## src/rtl/fifo_video_reader_if.sv

```systemverilog
// ---------------------------------------------------------------------------
// fifo_video_reader_if
//   Bundles the show-ahead FIFO read port and the raster video output of
//   fifo_video_reader.
//   master : the reader (consumes FIFO status/data, drives pop and video)
//   slave  : the FIFO/video sink side (drives FIFO status/data, sees video)
//   Signals:
//     fifo_dout   FIFO head word (valid whenever fifo_empty = 0)
//     fifo_empty  FIFO empty flag
//     fifo_count  FIFO occupancy
//     fifo_rd_en  pop strobe
//     vid_de      active-pixel qualifier
//     vid_hs      horizontal sync
//     vid_vs      vertical sync
//     vid_data    pixel
//     frame_start one-cycle pulse on the first pixel slot of each frame
// ---------------------------------------------------------------------------
interface fifo_video_reader_if #(
    parameter int unsigned DATA_WIDTH  = 8,
    parameter int unsigned COUNT_WIDTH = 5
);
    logic [DATA_WIDTH-1:0]  fifo_dout;
    logic                   fifo_empty;
    logic [COUNT_WIDTH-1:0] fifo_count;
    logic                   fifo_rd_en;
    logic                   vid_de;
    logic                   vid_hs;
    logic                   vid_vs;
    logic [DATA_WIDTH-1:0]  vid_data;
    logic                   frame_start;

    modport master (
        input  fifo_dout, fifo_empty, fifo_count,
        output fifo_rd_en, vid_de, vid_hs, vid_vs, vid_data, frame_start
    );

    modport slave (
        output fifo_dout, fifo_empty, fifo_count,
        input  fifo_rd_en, vid_de, vid_hs, vid_vs, vid_data, frame_start
    );
endinterface

```

## src/rtl/fifo_video_reader.sv

```systemverilog
// ---------------------------------------------------------------------------
// fifo_video_reader
//   Drains pixels from a show-ahead FIFO and regenerates a raster video
//   stream with programmable timing. A frame starts only once the FIFO holds
//   at least C_START_LEVEL words; an empty FIFO during an active pixel slot
//   outputs C_FILL and sets a sticky underflow flag.
//   Ports:
//     clk           pixel clock
//     rst           synchronous active-high reset
//     enable        run request
//     bus           FIFO read port + video output (master modport)
//     underflow     sticky underflow flag
//     underflow_clr clears underflow (a simultaneous new underflow wins)
//   Horizontal/vertical totals must not exceed 4096 (12-bit counters).
// ---------------------------------------------------------------------------
module fifo_video_reader #(
    parameter int unsigned           C_DATA_WIDTH  = 8,
    parameter int unsigned           C_COUNT_WIDTH = 5,
    parameter int unsigned           C_START_LEVEL = 8,
    parameter int unsigned           C_H_ACTIVE    = 640,
    parameter int unsigned           C_H_FP        = 16,
    parameter int unsigned           C_H_SYNC      = 96,
    parameter int unsigned           C_H_BP        = 48,
    parameter int unsigned           C_V_ACTIVE    = 480,
    parameter int unsigned           C_V_FP        = 10,
    parameter int unsigned           C_V_SYNC      = 2,
    parameter int unsigned           C_V_BP        = 33,
    parameter bit                    C_SYNC_POL    = 1'b0,
    parameter logic [C_DATA_WIDTH-1:0] C_FILL      = '0
) (
    input  logic                clk,
    input  logic                rst,
    input  logic                enable,
    fifo_video_reader_if.master bus,
    output logic                underflow,
    input  logic                underflow_clr
);

    typedef enum logic [1:0] {
        ST_IDLE,
        ST_WAIT,
        ST_RUN
    } state_t;

    localparam logic [11:0] H_ACT_END  = 12'(C_H_ACTIVE);
    localparam logic [11:0] H_SYNC_BEG = 12'(C_H_ACTIVE + C_H_FP);
    localparam logic [11:0] H_SYNC_END = 12'(C_H_ACTIVE + C_H_FP + C_H_SYNC);
    localparam logic [11:0] H_LAST     = 12'(C_H_ACTIVE + C_H_FP + C_H_SYNC + C_H_BP - 1);
    localparam logic [11:0] V_ACT_END  = 12'(C_V_ACTIVE);
    localparam logic [11:0] V_SYNC_BEG = 12'(C_V_ACTIVE + C_V_FP);
    localparam logic [11:0] V_SYNC_END = 12'(C_V_ACTIVE + C_V_FP + C_V_SYNC);
    localparam logic [11:0] V_LAST     = 12'(C_V_ACTIVE + C_V_FP + C_V_SYNC + C_V_BP - 1);

    state_t state_q, state_d;
    logic [11:0] h_q, h_d;
    logic [11:0] v_q, v_d;

    logic run, act, h_act, v_act, h_sync, v_sync, last_clk, level_ok;

    logic                    rd_en;
    logic                    de_q, de_d;
    logic                    hs_q, hs_d;
    logic                    vs_q, vs_d;
    logic                    fs_q, fs_d;
    logic                    uf_q, uf_d;
    logic [C_DATA_WIDTH-1:0] data_q, data_d;

    // Counter decode
    always_comb begin
        h_act    = h_q < H_ACT_END;
        v_act    = v_q < V_ACT_END;
        h_sync   = (h_q >= H_SYNC_BEG) && (h_q < H_SYNC_END);
        v_sync   = (v_q >= V_SYNC_BEG) && (v_q < V_SYNC_END);
        act      = h_act && v_act;
        run      = state_q == ST_RUN;
        last_clk = (h_q == H_LAST) && (v_q == V_LAST);
        // Widen the count instead of narrowing the threshold so a level
        // larger than the count range can never alias to a small value.
        level_ok = 32'(bus.fifo_count) >= C_START_LEVEL;
    end

    // State and counter registers
    always_ff @(posedge clk) begin
        if (rst) begin
            state_q <= ST_IDLE;
            h_q     <= '0;
            v_q     <= '0;
        end else begin
            state_q <= state_d;
            h_q     <= h_d;
            v_q     <= v_d;
        end
    end

    // Next state; counters only move in RUN and are held at zero elsewhere
    always_comb begin
        state_d = state_q;
        h_d     = '0;
        v_d     = '0;
        unique case (state_q)
            ST_IDLE: begin
                if (enable) begin
                    state_d = ST_WAIT;
                end
            end
            ST_WAIT: begin
                if (!enable) begin
                    state_d = ST_IDLE;
                end else if (level_ok) begin
                    state_d = ST_RUN;
                end
            end
            ST_RUN: begin
                if (h_q == H_LAST) begin
                    h_d = '0;
                    v_d = (v_q == V_LAST) ? '0 : v_q + 12'd1;
                end else begin
                    h_d = h_q + 12'd1;
                    v_d = v_q;
                end
                // enable is only honoured at a frame boundary
                if (last_clk && !enable) begin
                    state_d = ST_IDLE;
                end
            end
            default: state_d = ST_IDLE;
        endcase
    end

    // Output decode: pop strobe plus next values of the registered outputs
    always_comb begin
        rd_en  = run && act && !bus.fifo_empty;
        de_d   = run && act;
        fs_d   = run && (h_q == '0) && (v_q == '0);
        hs_d   = (run && h_sync) ? C_SYNC_POL : ~C_SYNC_POL;
        vs_d   = (run && v_sync) ? C_SYNC_POL : ~C_SYNC_POL;
        data_d = '0;
        if (run && act) begin
            data_d = bus.fifo_empty ? C_FILL : bus.fifo_dout;
        end
        uf_d = uf_q;
        if (underflow_clr) begin
            uf_d = 1'b0;
        end
        if (run && act && bus.fifo_empty) begin
            uf_d = 1'b1;
        end
    end

    always_ff @(posedge clk) begin
        if (rst) begin
            de_q   <= 1'b0;
            hs_q   <= ~C_SYNC_POL;
            vs_q   <= ~C_SYNC_POL;
            fs_q   <= 1'b0;
            uf_q   <= 1'b0;
            data_q <= '0;
        end else begin
            de_q   <= de_d;
            hs_q   <= hs_d;
            vs_q   <= vs_d;
            fs_q   <= fs_d;
            uf_q   <= uf_d;
            data_q <= data_d;
        end
    end

    assign bus.fifo_rd_en  = rd_en;
    assign bus.vid_de      = de_q;
    assign bus.vid_hs      = hs_q;
    assign bus.vid_vs      = vs_q;
    assign bus.vid_data    = data_q;
    assign bus.frame_start = fs_q;
    assign underflow       = uf_q;

endmodule
```

## src/flat_wrapper.sv

```systemverilog
// flat-port wrapper written by rule: the top's interface ports become plain ports
module fifo_video_reader_flat 
#(
    parameter int unsigned           C_DATA_WIDTH  = 8,
    parameter int unsigned           C_COUNT_WIDTH = 5,
    parameter int unsigned           C_START_LEVEL = 8,
    parameter int unsigned           C_H_ACTIVE    = 640,
    parameter int unsigned           C_H_FP        = 16,
    parameter int unsigned           C_H_SYNC      = 96,
    parameter int unsigned           C_H_BP        = 48,
    parameter int unsigned           C_V_ACTIVE    = 480,
    parameter int unsigned           C_V_FP        = 10,
    parameter int unsigned           C_V_SYNC      = 2,
    parameter int unsigned           C_V_BP        = 33,
    parameter bit                    C_SYNC_POL    = 1'b0,
    parameter logic [C_DATA_WIDTH-1:0] C_FILL      = '0
)
  (clk, rst, enable, underflow, underflow_clr, bus_fifo_dout, bus_fifo_empty, bus_fifo_count, bus_fifo_rd_en, bus_vid_de, bus_vid_hs, bus_vid_vs, bus_vid_data, bus_frame_start);
  fifo_video_reader_if bus_i ();
  input  logic clk;
  input  logic rst;
  input  logic enable;
  output logic underflow;
  input  logic underflow_clr;
  input wire logic [$bits(bus_i.fifo_dout)-1:0] bus_fifo_dout;
  input wire logic [$bits(bus_i.fifo_empty)-1:0] bus_fifo_empty;
  input wire logic [$bits(bus_i.fifo_count)-1:0] bus_fifo_count;
  output wire logic [$bits(bus_i.fifo_rd_en)-1:0] bus_fifo_rd_en;
  output wire logic [$bits(bus_i.vid_de)-1:0] bus_vid_de;
  output wire logic [$bits(bus_i.vid_hs)-1:0] bus_vid_hs;
  output wire logic [$bits(bus_i.vid_vs)-1:0] bus_vid_vs;
  output wire logic [$bits(bus_i.vid_data)-1:0] bus_vid_data;
  output wire logic [$bits(bus_i.frame_start)-1:0] bus_frame_start;
  assign bus_i.fifo_dout = bus_fifo_dout;
  assign bus_i.fifo_empty = bus_fifo_empty;
  assign bus_i.fifo_count = bus_fifo_count;
  assign bus_fifo_rd_en = bus_i.fifo_rd_en;
  assign bus_vid_de = bus_i.vid_de;
  assign bus_vid_hs = bus_i.vid_hs;
  assign bus_vid_vs = bus_i.vid_vs;
  assign bus_vid_data = bus_i.vid_data;
  assign bus_frame_start = bus_i.frame_start;
  fifo_video_reader #(.C_DATA_WIDTH(C_DATA_WIDTH), .C_COUNT_WIDTH(C_COUNT_WIDTH), .C_START_LEVEL(C_START_LEVEL), .C_H_ACTIVE(C_H_ACTIVE), .C_H_FP(C_H_FP), .C_H_SYNC(C_H_SYNC), .C_H_BP(C_H_BP), .C_V_ACTIVE(C_V_ACTIVE), .C_V_FP(C_V_FP), .C_V_SYNC(C_V_SYNC), .C_V_BP(C_V_BP), .C_SYNC_POL(C_SYNC_POL), .C_FILL(C_FILL)) u_core (.clk(clk), .rst(rst), .enable(enable), .bus(bus_i), .underflow(underflow), .underflow_clr(underflow_clr));
endmodule
```

## config.mk

```make
export PLATFORM = sky130hd
export DESIGN_NAME = fifo_video_reader_flat
export DESIGN_NICKNAME = d
export VERILOG_FILES = /design/src/rtl/fifo_video_reader_if.sv /design/src/rtl/fifo_video_reader.sv /design/src/flat_wrapper.sv
export SDC_FILE = /design/constraint.sdc
export NUM_CORES = 1
export LEC_CHECK = 0
export ABC_AREA = 1
export BUFFER_PORTS_ARGS = -buffer_cell sky130_fd_sc_hd__buf_2
export CAP_MARGIN = 20
export CORE_UTILIZATION = 60
export CTS_CLUSTER_SIZE = 8
export DETAILED_ROUTE_END_ITERATION = 10
export GPL_TIMING_DRIVEN = 1
export HOLD_SLACK_MARGIN = 0.02
export PLACE_DENSITY = 0.84
export SETUP_SLACK_MARGIN = 0.3
export SYNTH_ARGS = -nofsm -noshare
export SYNTH_HDL_FRONTEND = slang
export SYNTH_SLANG_ARGS = --single-unit
```

## constraint.sdc

```tcl
create_clock -name clk -period 2.4 [get_ports clk]
set_input_delay 0.48 -clock clk [delete_from_list [all_inputs] [get_ports clk]]
set_output_delay 0.48 -clock clk [all_outputs]
set_load 0.005 [all_outputs]
```

==> impl_metrics.env, run 1 <==
export IMPL_status="finished clean"
export IMPL_grt_pass1_vias=1619
export IMPL_drtPass1Iterations=5
export IMPL_synth_compound_area_share_pct=5.48
export IMPL_start_kind="flop"
export IMPL_grtUsageTotal_pct=24.4
export IMPL_drtIter0Drc=107
export IMPL_timing_hold_ws_ps=319
export IMPL_crit_fanout=3
export IMPL_vias_per_cell=4.98
export IMPL_synth_common_cells="nand2_1, nor2_1, dfxtp_1"
export IMPL_power_switching_w=0.000253
export IMPL_p_leak_nw=1.02
export IMPL_via_count=1831
export IMPL_cts_buffer_depth=2
export IMPL_peakVddDrop_uv=525
export IMPL_final_setup_tns_ps=0
export IMPL_ios=32
export IMPL_p_sw_share_pct=22.2
export IMPL_portBuffers=28
export IMPL_synth_ff_type="dfxtp_1"
export IMPL_setup_viol=0
export IMPL_combPwrFrac_pct=2.9
export IMPL_clk_pin_slew_ps=130
export IMPL_synth_fa_ha_area_share_pct=2.52
export IMPL_hold_buffers=0
export IMPL_end_kind="output pin"
export IMPL_power_frac_clock_pct=39.8
export IMPL_tightest_slew_ps=438
export IMPL_min_to="u_core.bus.vid_data[5]"
export IMPL_cpPeakStageDelay_ps=370
export IMPL_r2r_cells=8
export IMPL_fin_cells=368
export IMPL_cp_cell_sequence="inv_1, nand2_2, nor3_2, nand2_1, nand2_1, nor2_4, inv_1, nor2_1, buf_2"
export IMPL_hpwl_mm=2.98
export IMPL_r2r_slack_ps=670
export IMPL_setup_worst_path_class="flop to output pin"
export IMPL_cts_htree_levels=2
export IMPL_drc=0
export IMPL_synthSimpleGateAreaFrac_pct=39.5
export IMPL_crit_arrival_ps=1530
export IMPL_required_ps=1920
export IMPL_clockRootBuffer="clkbuf_4"
export IMPL_core_mm2=0.00310
export IMPL_crit_buf_inv=3
export IMPL_synth_xor_area_share_pct=3.52
export IMPL_rr_startpoint="u_core.h_q[0]"
export IMPL_power_density_mw_per_mm2=491
export IMPL_syn_avg_cell_area_um2=6.95
export IMPL_cts_made_buffers=5
export IMPL_synth_edf_count=0
export IMPL_antenna_found_initial=0
export IMPL_synthMuxAreaShare_pct=0
export IMPL_rows=20
export IMPL_routed_wl_mm=4.06
export IMPL_synth_top_cells_by_area="dfxtp_1, nand2_1, nor2_1, inv_1, nand3_1"
export IMPL_drv_slew=0
export IMPL_yosysSeqAreaShare_pct=39.3
export IMPL_synthArstFlopShare_pct=0
export IMPL_path_delay_family="simple AND/OR/NAND/NOR gates"
export IMPL_fin_util_pct=74.6
export IMPL_skew_ps=10.7
export IMPL_synth_seq_cells=39
export IMPL_overflow=0
export IMPL_synth_top_family_by_area="simple AND/OR/NAND/NOR gates"
export IMPL_synth_top_area_cell="dfxtp_1"
export IMPL_seq_power_share_pct=57.3
export IMPL_drtAntennaViolNets=0
export IMPL_wire_per_inst_um=11.0
export IMPL_grt_max_degree=15
export IMPL_finalNetCount=345
export IMPL_area_delta_synth_final_pct=16.5
export IMPL_min_period_over_period_pct=83.7
export IMPL_yosys_cell_count_top_type="nand2_1"
export IMPL_fin_crit_ps=2010
export IMPL_rr_endpoint="u_core.h_q[10]"
export IMPL_start_util_pct=64.1
export IMPL_die_y_um=59.6
export IMPL_antenna_cells=0
export IMPL_slew_headroom_pct=70.6
export IMPL_synth_cell_types=29
export IMPL_drive_above_1_share_pct=24.1
export IMPL_p_int_w=0.000885
export IMPL_max_freq_mhz=498
export IMPL_grt_pass1_wl_mm=6.51
export IMPL_hold_path_class="primary input to flop"
export IMPL_maxCapViolations=0
export IMPL_place_congestion=0.872
export IMPL_cp_slowest_cell="dfxtp_1"
export IMPL_tritoncts="built"
export IMPL_netlist_instances=286
export IMPL_die_width_um=59.6
export IMPL_finalHoldViolCount=0
export IMPL_cts_num_sinks=39
export IMPL_whs_path_depth=3
export IMPL_hold_path_startpoint="bus_fifo_dout[5]"
export IMPL_ys_warn_count=0
export IMPL_die_area_mm2=0.00355
export IMPL_rsz0062_at_grt="false"
export IMPL_dp_cells=357
export IMPL_synth_top_area_share_pct=39.3
export IMPL_synthesis_nets=308
export IMPL_insertion_delay_ps=350
export IMPL_synth_area_mm2=0.00199
[per-stage QoR]
step	total power, W	setup WS (ps)	instance area (µm²)
finish	0.00114	392	2320
global route	0.00118	277	2320
CTS	0.00114	320	2260
detailed placement	0.000699	676	2170
global placement	0.000698	721	2170
floorplan	0.000682	949	1990
[sequential cells by signal, indices dropped and copies added, names as in the netlist]
| signal | count |
|---|---|
| u_core.state_q | 2 |
| u_core.bus.vid_data | 8 |
| u_core.bus.vid_vs | 1 |
| u_core.v_q | 12 |
| u_core.h_q | 12 |
| u_core.bus.vid_de | 1 |
| u_core.underflow | 1 |
| u_core.bus.frame_start | 1 |
| u_core.bus.vid_hs | 1 |
[worst max-delay path by stage]
stage	endpoint	depth (start not counted)	startpoint	slack, ps
after CTS	bus_fifo_rd_en	9	u_core.v_q[10]	320
final	bus_fifo_rd_en	9	u_core.h_q[10]	390
after floorplan	bus_fifo_rd_en	9	u_core.h_q[10]	950
after detailed placement	u_core.h_q[6]	7	u_core.h_q[0]	680
after global routing	bus_fifo_rd_en	9	u_core.h_q[10]	280
after global placement	u_core.h_q[10]	8	u_core.h_q[0]	720
[final cells by class]
type | instances | area [µm²]
multi-input cells | 198 | 1040
flip-flops and latches | 39 | 788
fillers | 261 | 787
inverters | 47 | 176
repair buffers | 32 | 170
well taps | 44 | 55.1
clock inverters | 3 | 43.8
clock buffers | 5 | 37.5
[per-layer routing]
metal	vias up	GRT usage, %	share of wire (%)
met5	-	0	0
met4	0	11.0	2.8
met3	12	5.90	4.2
met2	40	41.3	49
met1	814	29.2	44
li1	965	-	-
[layout by cell type (no fill, tap or decap), drive strengths merged, types with 5 or more instances in the layout]
cell     n
buf     32
xor2     8
a21oi   10
inv     45
nor3    11
nand3   16
dfxtp   39
nand2   68
clkbuf   5
nor2    57
nand4   10
[what timing repair did]
action,4_1_cts,5_1_grt
endpoints found under the setup margin,1,1
resized for setup,1,13
gates cloned,0,0
pin swaps,0,2
setup buffers,0,3
[power groups by stage]
stage          combinational, W  clock, W  sequential, W
2_1_floorplan         0.0000151         0       0.000667
3_3_place_gp          0.0000311         0       0.000666
3_5_place_dp          0.0000323         0       0.000666
4_1_cts               0.0000324  0.000459       0.000652
5_1_grt               0.0000387  0.000492       0.000653
6_report              0.0000335  0.000453       0.000652
[cell families after synthesis]
group,Yosys count
AND/OR/NAND/NOR,167
buffers and inverters,49
flip-flops,39
AO/OA/AOI/OAI,19
XOR/XNOR,8
adder cells (fa/ha/maj),4
[worst register-to-register path, cell delays in order (launching register included)]
cell and delay [ps]:
dfxtp_1 400, ha_1 210, nand2_2 110, nor2_8 160
nand4_4 230, nand2_1 270, inv_1 100, o21ai_0 90
a21oi_1 60
Note: power is estimated with default switching activity, not from simulation.
==> run 2: changes to the inputs <==
--- a/config.mk
+++ b/config.mk
@@ -5,15 +5,15 @@
 export SDC_FILE = /design/constraint.sdc
 export NUM_CORES = 1
 export LEC_CHECK = 0
-export ABC_AREA = 1
+export ABC_AREA = 0
 export BUFFER_PORTS_ARGS = -buffer_cell sky130_fd_sc_hd__buf_2
 export CAP_MARGIN = 20
-export CORE_UTILIZATION = 60
+export CORE_UTILIZATION = 49
 export CTS_CLUSTER_SIZE = 8
 export DETAILED_ROUTE_END_ITERATION = 10
 export GPL_TIMING_DRIVEN = 1
 export HOLD_SLACK_MARGIN = 0.02
-export PLACE_DENSITY = 0.84
+export PLACE_DENSITY = 0.75
 export SETUP_SLACK_MARGIN = 0.3
 export SYNTH_ARGS = -nofsm -noshare
 export SYNTH_HDL_FRONTEND = slang
==> constraint.sdc (replaced) <==
create_clock -name clk -period 1.65 [get_ports clk]
set_input_delay 0.33 -clock clk [delete_from_list [all_inputs] [get_ports clk]]
set_output_delay 0.33 -clock clk [all_outputs]
set_load 0.005 [all_outputs]
==> run 2 against run 1 <==
The run now ends with negative setup slack left. Die area up 4.4%. Critical path type is now flop to flop. Final area up 10%. Clock skew down 1.5 ps. Largest cell class unchanged.
==> impl_metrics.env, run 2 <==
export IMPL_status="finished, violations left"
export IMPL_violations="negative setup slack"
export IMPL_vias_per_cell=5.69
export IMPL_placedInstanceArea_mm2=0.00213
export IMPL_synth_top_cells_by_area="dfxtp_1, nor2_1, xnor2_1, and2_1, nand4_1"
export IMPL_antenna_cells=0
export IMPL_slew_headroom_pct=67.4
export IMPL_wire_per_inst_um=15.9
export IMPL_place_congestion=0.848
export IMPL_timing_final_ws_setup_ps=-469
export IMPL_die_y_um=60.9
export IMPL_synth_area_mm2=0.00170
export IMPL_hpwl_mm=2.76
export IMPL_finalNetCount=288
export IMPL_startpoint="u_core.h_q[5]"
export IMPL_rows=21
export IMPL_grt_max_degree=12
export IMPL_netlist_instances=197
export IMPL_crit_fanout=7
export IMPL_cp_common_cell="or4_4"
export IMPL_yosys_cell_count_top_type="dfxtp_1"
export IMPL_grt_pass1_wl_mm=7.13
export IMPL_area_delta_synth_final_pct=50.3
export IMPL_synth_common_cells="dfxtp_1, nor2_1, nand2_1"
export IMPL_ios=32
export IMPL_routed_wl_mm=4.98
export IMPL_n_fill_cell=212
export IMPL_maxCapViolations=0
export IMPL_cts_num_sinks=39
export IMPL_via_count=1775
export IMPL_power_frac_clock_pct=32.7
export IMPL_end_kind="flop"
export IMPL_hold_path_class="primary input to flop"
export IMPL_cp_slowest_cell="or4_4"
export IMPL_hold_path_startpoint="bus_fifo_dout[1]"
export IMPL_clockRootBuffer="clkbuf_4"
export IMPL_tightest_slew_ps=486
export IMPL_p_sw_share_pct=22.2
export IMPL_rsz0062_at_grt="true"
export IMPL_grt_pass1_vias=1536
export IMPL_final_cell_mix="dfxtp_1, buf_2, buf_4"
export IMPL_clk_pin_slew_ps=110
export IMPL_drtIter0Drc=205
export IMPL_r2r_cells=5
export IMPL_p_leak_nw=0.911
export IMPL_overflow=0
export IMPL_die_width_um=60.9
export IMPL_power_density_mw_per_mm2=595
export IMPL_grtUsageTotal_pct=27.0
export IMPL_start_kind="flop"
export IMPL_ys_warn_count=0
export IMPL_synth_seq_cells=39
export IMPL_peakVddDrop_uv=377
export IMPL_cts_htree_levels=2
export IMPL_timing_hold_ws_ps=187
export IMPL_tritoncts="built"
export IMPL_cts_buffer_depth=2
export IMPL_synth_edf_count=0
export IMPL_drc=0
export IMPL_insertion_delay_ps=350
export IMPL_final_setup_tns_ps=-7570
export IMPL_min_period_over_period_pct=128
export IMPL_die_area_mm2=0.00370
export IMPL_antenna_found_initial=0
export IMPL_dp_slack_ps=-418
export IMPL_drtAntennaViolNets=0
export IMPL_p_int_w=0.00118
export IMPL_synth_top_area_share_pct=46.0
export IMPL_drtPass1Iterations=4
export IMPL_seq_power_share_pct=62.7
export IMPL_setup_worst_path_class="flop to flop"
export IMPL_max_freq_mhz=472
export IMPL_setup_viol=24
export IMPL_core_mm2=0.00334
export IMPL_mostFrequentLayoutCell="dfxtp_1"
export IMPL_syn_avg_cell_area_um2=8.62
export IMPL_drive_above_1_share_pct=48.9
export IMPL_synth_top_area_cell="dfxtp_1"
export IMPL_skew_ps=9.17
export IMPL_power_switching_w=0.000337
export IMPL_synthesis_nets=219
export IMPL_synthArstFlopShare_pct=0
export IMPL_synth_ff_type="dfxtp_1"
export IMPL_portBuffers=28
export IMPL_synth_cell_types=35
export IMPL_combPwrFrac_pct=4.6
export IMPL_crit_arrival_ps=2410
export IMPL_drv_slew=0
export IMPL_cts_made_buffers=5
export IMPL_finalHoldViolCount=0
export IMPL_whs_path_depth=2
export IMPL_final_area_mm2=0.00255
export IMPL_yosysSeqAreaShare_pct=46.0
export IMPL_rr_startpoint="u_core.h_q[5]"
export IMPL_fin_crit_ps=2120
export IMPL_cpPeakStageDelay_ps=560
export IMPL_cp_cell_sequence="or4_4, or4_4, buf_4, or3_1, a21oi_1"
export IMPL_start_util_pct=50.9
export IMPL_required_ps=1940
## run 2: cell count changes after synthesis, sizes merged, moves of 5 or more
cell	previous run	this run
nand2	68	13
inv	45	10
nor2	57	23
and2	0	10
xnor2	0	9
or4	0	7
nand3	16	10
xor2	8	2
or3	0	5
## run 2: metal layers
layer  vias to the layer above  routed length, µm  global-route usage (%)  share of wire, %
met3                        19                310                    7.68               6.2
met1                       832               2090                    33.6                42
met2                        80               2430                    44.1                49
li1                        844                  -                       -                 -
met5                         -                  0                       0                 0
met4                         0                147                    10.7               3.0
## run 2: critical path, delay by kind of cell (launching register included)
| kind | cells | cell delay [ps] |
|---|---|---|
| buffers and inverters | 1 | 180 |
| flip-flops | 1 | 360 |
| AND/OR/NAND/NOR | 3 | 1380 |
| AO/OA/AOI/OAI | 1 | 150 |
## run 2: kinds of logic (layout without fill, tap and decap cells)
logic type / Yosys count / after routing / synth area share (%)
AO/OA/AOI/OAI: 27 / 27 / 9.43
XOR/XNOR: 11 / 11 / 5.67
adder cells (fa/ha/maj): 4 / 4 / 2.95
buffers and inverters: 17 / 84 / 4.05
flip-flops: 39 / 39 / 46.0
AND/OR/NAND/NOR: 99 / 101 / 31.9
## run 2: path summary, 6_finish.rpt
| kind | end | slack [ps] |
|---|---|---|
| worst min register to register | u_core.state_q[0] | 450 |
| worst max-delay path | u_core.v_q[6] | -470 |
| worst min-delay path | u_core.bus.vid_data[1] | 190 |
| worst max register to register | u_core.v_q[6] | -470 |
## run 2: final cells by class
class	count	area [µm²]	share of cell area [%]
tap	46	57.6	2.26
clock buffer	6	51.3	2.01
clock inverter	1	5.00	0.196
sequential	39	793	31.1
multi-input combinational	143	1130	44.4
timing repair buffer	67	472	18.5
inverter	10	40.0	1.57
## run 2: power groups by stage
stage	clock network, W	registers [W]	logic, W
3_3_place_gp	0	0.000970	0.0000481
6_report	0.000497	0.000951	0.0000695
2_1_floorplan	0	0.000970	0.0000183
4_1_cts	0.000508	0.000950	0.0000616
5_1_grt	0.000560	0.000952	0.0000757
3_5_place_dp	0	0.000970	0.0000483
## run 2: timing repair
action | 4_1_cts | 5_1_grt
pin swaps | 8 | 10
gates resized for setup | 33 | 39
hold buffers | 0 | 0
endpoints found under the setup margin | 36 | 37
setup buffers | 5 | 3
cloned | 2 | 1
## run 2: metrics by stage
step	std cells	util (%)	power (W)
5_1_grt	312	76.5	0.00159
6_report	312	76.5	0.00152
3_5_place_dp	294	63.7	0.00102
3_3_place_gp	294	63.7	0.00102
2_1_floorplan	197	-	0.000989
4_1_cts	308	71.1	0.00152
==> run 3: changes to the inputs <==
--- a/config.mk
+++ b/config.mk
@@ -5,10 +5,10 @@
 export SDC_FILE = /design/constraint.sdc
 export NUM_CORES = 1
 export LEC_CHECK = 0
-export ABC_AREA = 0
+export ABC_AREA = 1
 export BUFFER_PORTS_ARGS = -buffer_cell sky130_fd_sc_hd__buf_2
 export CAP_MARGIN = 20
-export CORE_UTILIZATION = 49
+export CORE_UTILIZATION = 50
 export CTS_CLUSTER_SIZE = 8
 export DETAILED_ROUTE_END_ITERATION = 10
 export GPL_TIMING_DRIVEN = 1
==> run 3 against run 2 <==
Flip-flop and latch count is the same. Utilization up 2.5 points. Clock power is 96% higher. The run still ends with negative setup slack left. Critical path type is now flop to output pin. Largest cell class unchanged. First-iteration DRC count is 9.8% lower.
==> impl_metrics.env, run 3 (synthesis results as in run 1) <==
export IMPL_p_leak_nw=1.30
export IMPL_hpwl_mm=3.04
export IMPL_power_frac_clock_pct=49.3
export IMPL_routed_wl_met2_mm=3.08
export IMPL_ios=32
export IMPL_end_kind="output pin"
export IMPL_tritoncts="built"
export IMPL_start_util_pct=53.1
export IMPL_rr_startpoint="u_core.h_q[4]"
export IMPL_clockRootBuffer="clkbuf_8"
export IMPL_wl_met1_mm=2.19
export IMPL_whs_path_depth=3
export IMPL_area_delta_synth_final_pct=48.6
export IMPL_power_density_mw_per_mm2=670
export IMPL_rows=22
export IMPL_required_ps=1320
export IMPL_die_width_um=65.1
export IMPL_dp_slack_ps=109
export IMPL_setup_viol=1
export IMPL_hold_path_class="primary input to flop"
export IMPL_max_freq_mhz=560
export IMPL_antenna_cells=0
export IMPL_p_int_w=0.00157
export IMPL_seq_power_share_pct=47.6
export IMPL_place_congestion=0.913
export IMPL_min_period_over_period_pct=108
export IMPL_drtAntennaViolNets=0
export IMPL_p_sw_share_pct=20.7
export IMPL_via_count=2102
export IMPL_slew_headroom_pct=69.7
export IMPL_maxCapViolations=0
export IMPL_r2r_cells=7
export IMPL_cts_htree_levels=2
export IMPL_start_kind="flop"
export IMPL_power_w=0.00198
export IMPL_final_cell_mix="nand2_1, nor2_1, inv_1"
export IMPL_grt_pass1_wl_mm=7.45
export IMPL_cts_num_sinks=39
export IMPL_grtUsageTotal_pct=22.8
export IMPL_peakVddDrop_uv=526
export IMPL_fin_cells=398
export IMPL_rsz0062_at_grt="true"
export IMPL_violations="negative setup slack"
export IMPL_fin_crit_ps=1780
export IMPL_drv_slew=0
export IMPL_dp_cells=367
export IMPL_cts_made_buffers=5
export IMPL_hold_path_startpoint="bus_fifo_dout[5]"
export IMPL_placedInstanceArea_mm2=0.00222
export IMPL_skew_ps=6.65
export IMPL_die_area_mm2=0.00423
export IMPL_insertion_delay_ps=300
export IMPL_routed_wl_mm=5.68
export IMPL_antenna_found_initial=0
export IMPL_power_switching_w=0.000409
export IMPL_final_setup_tns_ps=-135
export IMPL_portBuffers=28
export IMPL_grt_max_degree=14
export IMPL_drive_above_1_share_pct=46.3
export IMPL_drtIter0Drc=185
export IMPL_tightest_slew_ps=454
export IMPL_combPwrFrac_pct=3.1
export IMPL_wl_met3_um=245
export IMPL_status="finished, violations left"
export IMPL_setup_worst_path_class="flop to output pin"
export IMPL_finalNetCount=371
export IMPL_crit_fanout=3
export IMPL_hold_buffers=0
export IMPL_core_mm2=0.00374
export IMPL_crit_arrival_ps=1450
export IMPL_cts_buffer_depth=2
export IMPL_wire_per_inst_um=14.3
export IMPL_startpoint="u_core.h_q[9]"
export IMPL_overflow=0
export IMPL_clk_pin_slew_ps=80
export IMPL_grt_pass1_vias=1748
export IMPL_timing_final_ws_setup_ps=-135
export IMPL_highest_layer="met4"
export IMPL_finalHoldViolCount=0
export IMPL_die_y_um=65.1
export IMPL_drtPass1Iterations=4
export IMPL_vias_per_cell=5.28
export IMPL_mostFrequentLayoutCell="nand2_1"
export IMPL_final_area_mm2=0.00296
export IMPL_drc=0
run 3: through the flow:
step           utilization (%)  hold slack, ps
4_1_cts                   70.5             232
6_report                  78.9             232
3_3_place_gp              59.4             446
3_5_place_dp              59.4             451
5_1_grt                   78.9             225
2_1_floorplan                -             399
run 3: critical path, stage by stage, from the launching register on:
cell	delay, ps
dfxtp_2	380
inv_1	90
nor3_2	230
nand2_1	100
nand2_1	100
nor2_2	50
inv_1	50
nor2_1	30
buf_2	120
run 3: final timing paths:
kind | slack, ps | end
worst min register to register | 490 | u_core.underflow
worst max register to register | 210 | u_core.v_q[3]
worst min-delay path | 230 | u_core.bus.vid_data[5]
worst max-delay path | -130 | bus_fifo_rd_en
run 3: metal layers:
layer  vias up  global-route usage, %
met5         -                      0
met2        58                   40.1
li1       1026                      -
met4         0                   6.52
met3        17                   5.28
met1      1001                   27.3
run 3: cell type report:
class / instances / area [µm²]
multi-input combinational: 198 / 1320
clock inverter: 3 / 67.6
clock buffer: 5 / 68.8
sequential: 39 / 812
fill: 252 / 788
inverter: 47 / 190
tap: 48 / 60.1
timing repair buffer: 58 / 437
run 3: timing repair:
action                                 CTS  global route
pin swaps                               27            30
resized for setup                       44            77
setup endpoints to repair               25            35
endpoints found under the hold margin    0             0
cloned                                   1             0
buffers inserted                        16             6
run 3: power groups by stage:
stage | sequential [W] | combinational, W | clock, W
after floorplan | 0.000969 | 0.0000222 | 0
after global placement | 0.000969 | 0.0000455 | 0
after detailed placement | 0.000969 | 0.0000473 | 0
after CTS | 0.000947 | 0.0000509 | 0.000973
after global routing | 0.000944 | 0.0000671 | 0.00102
final | 0.000943 | 0.0000614 | 0.000976
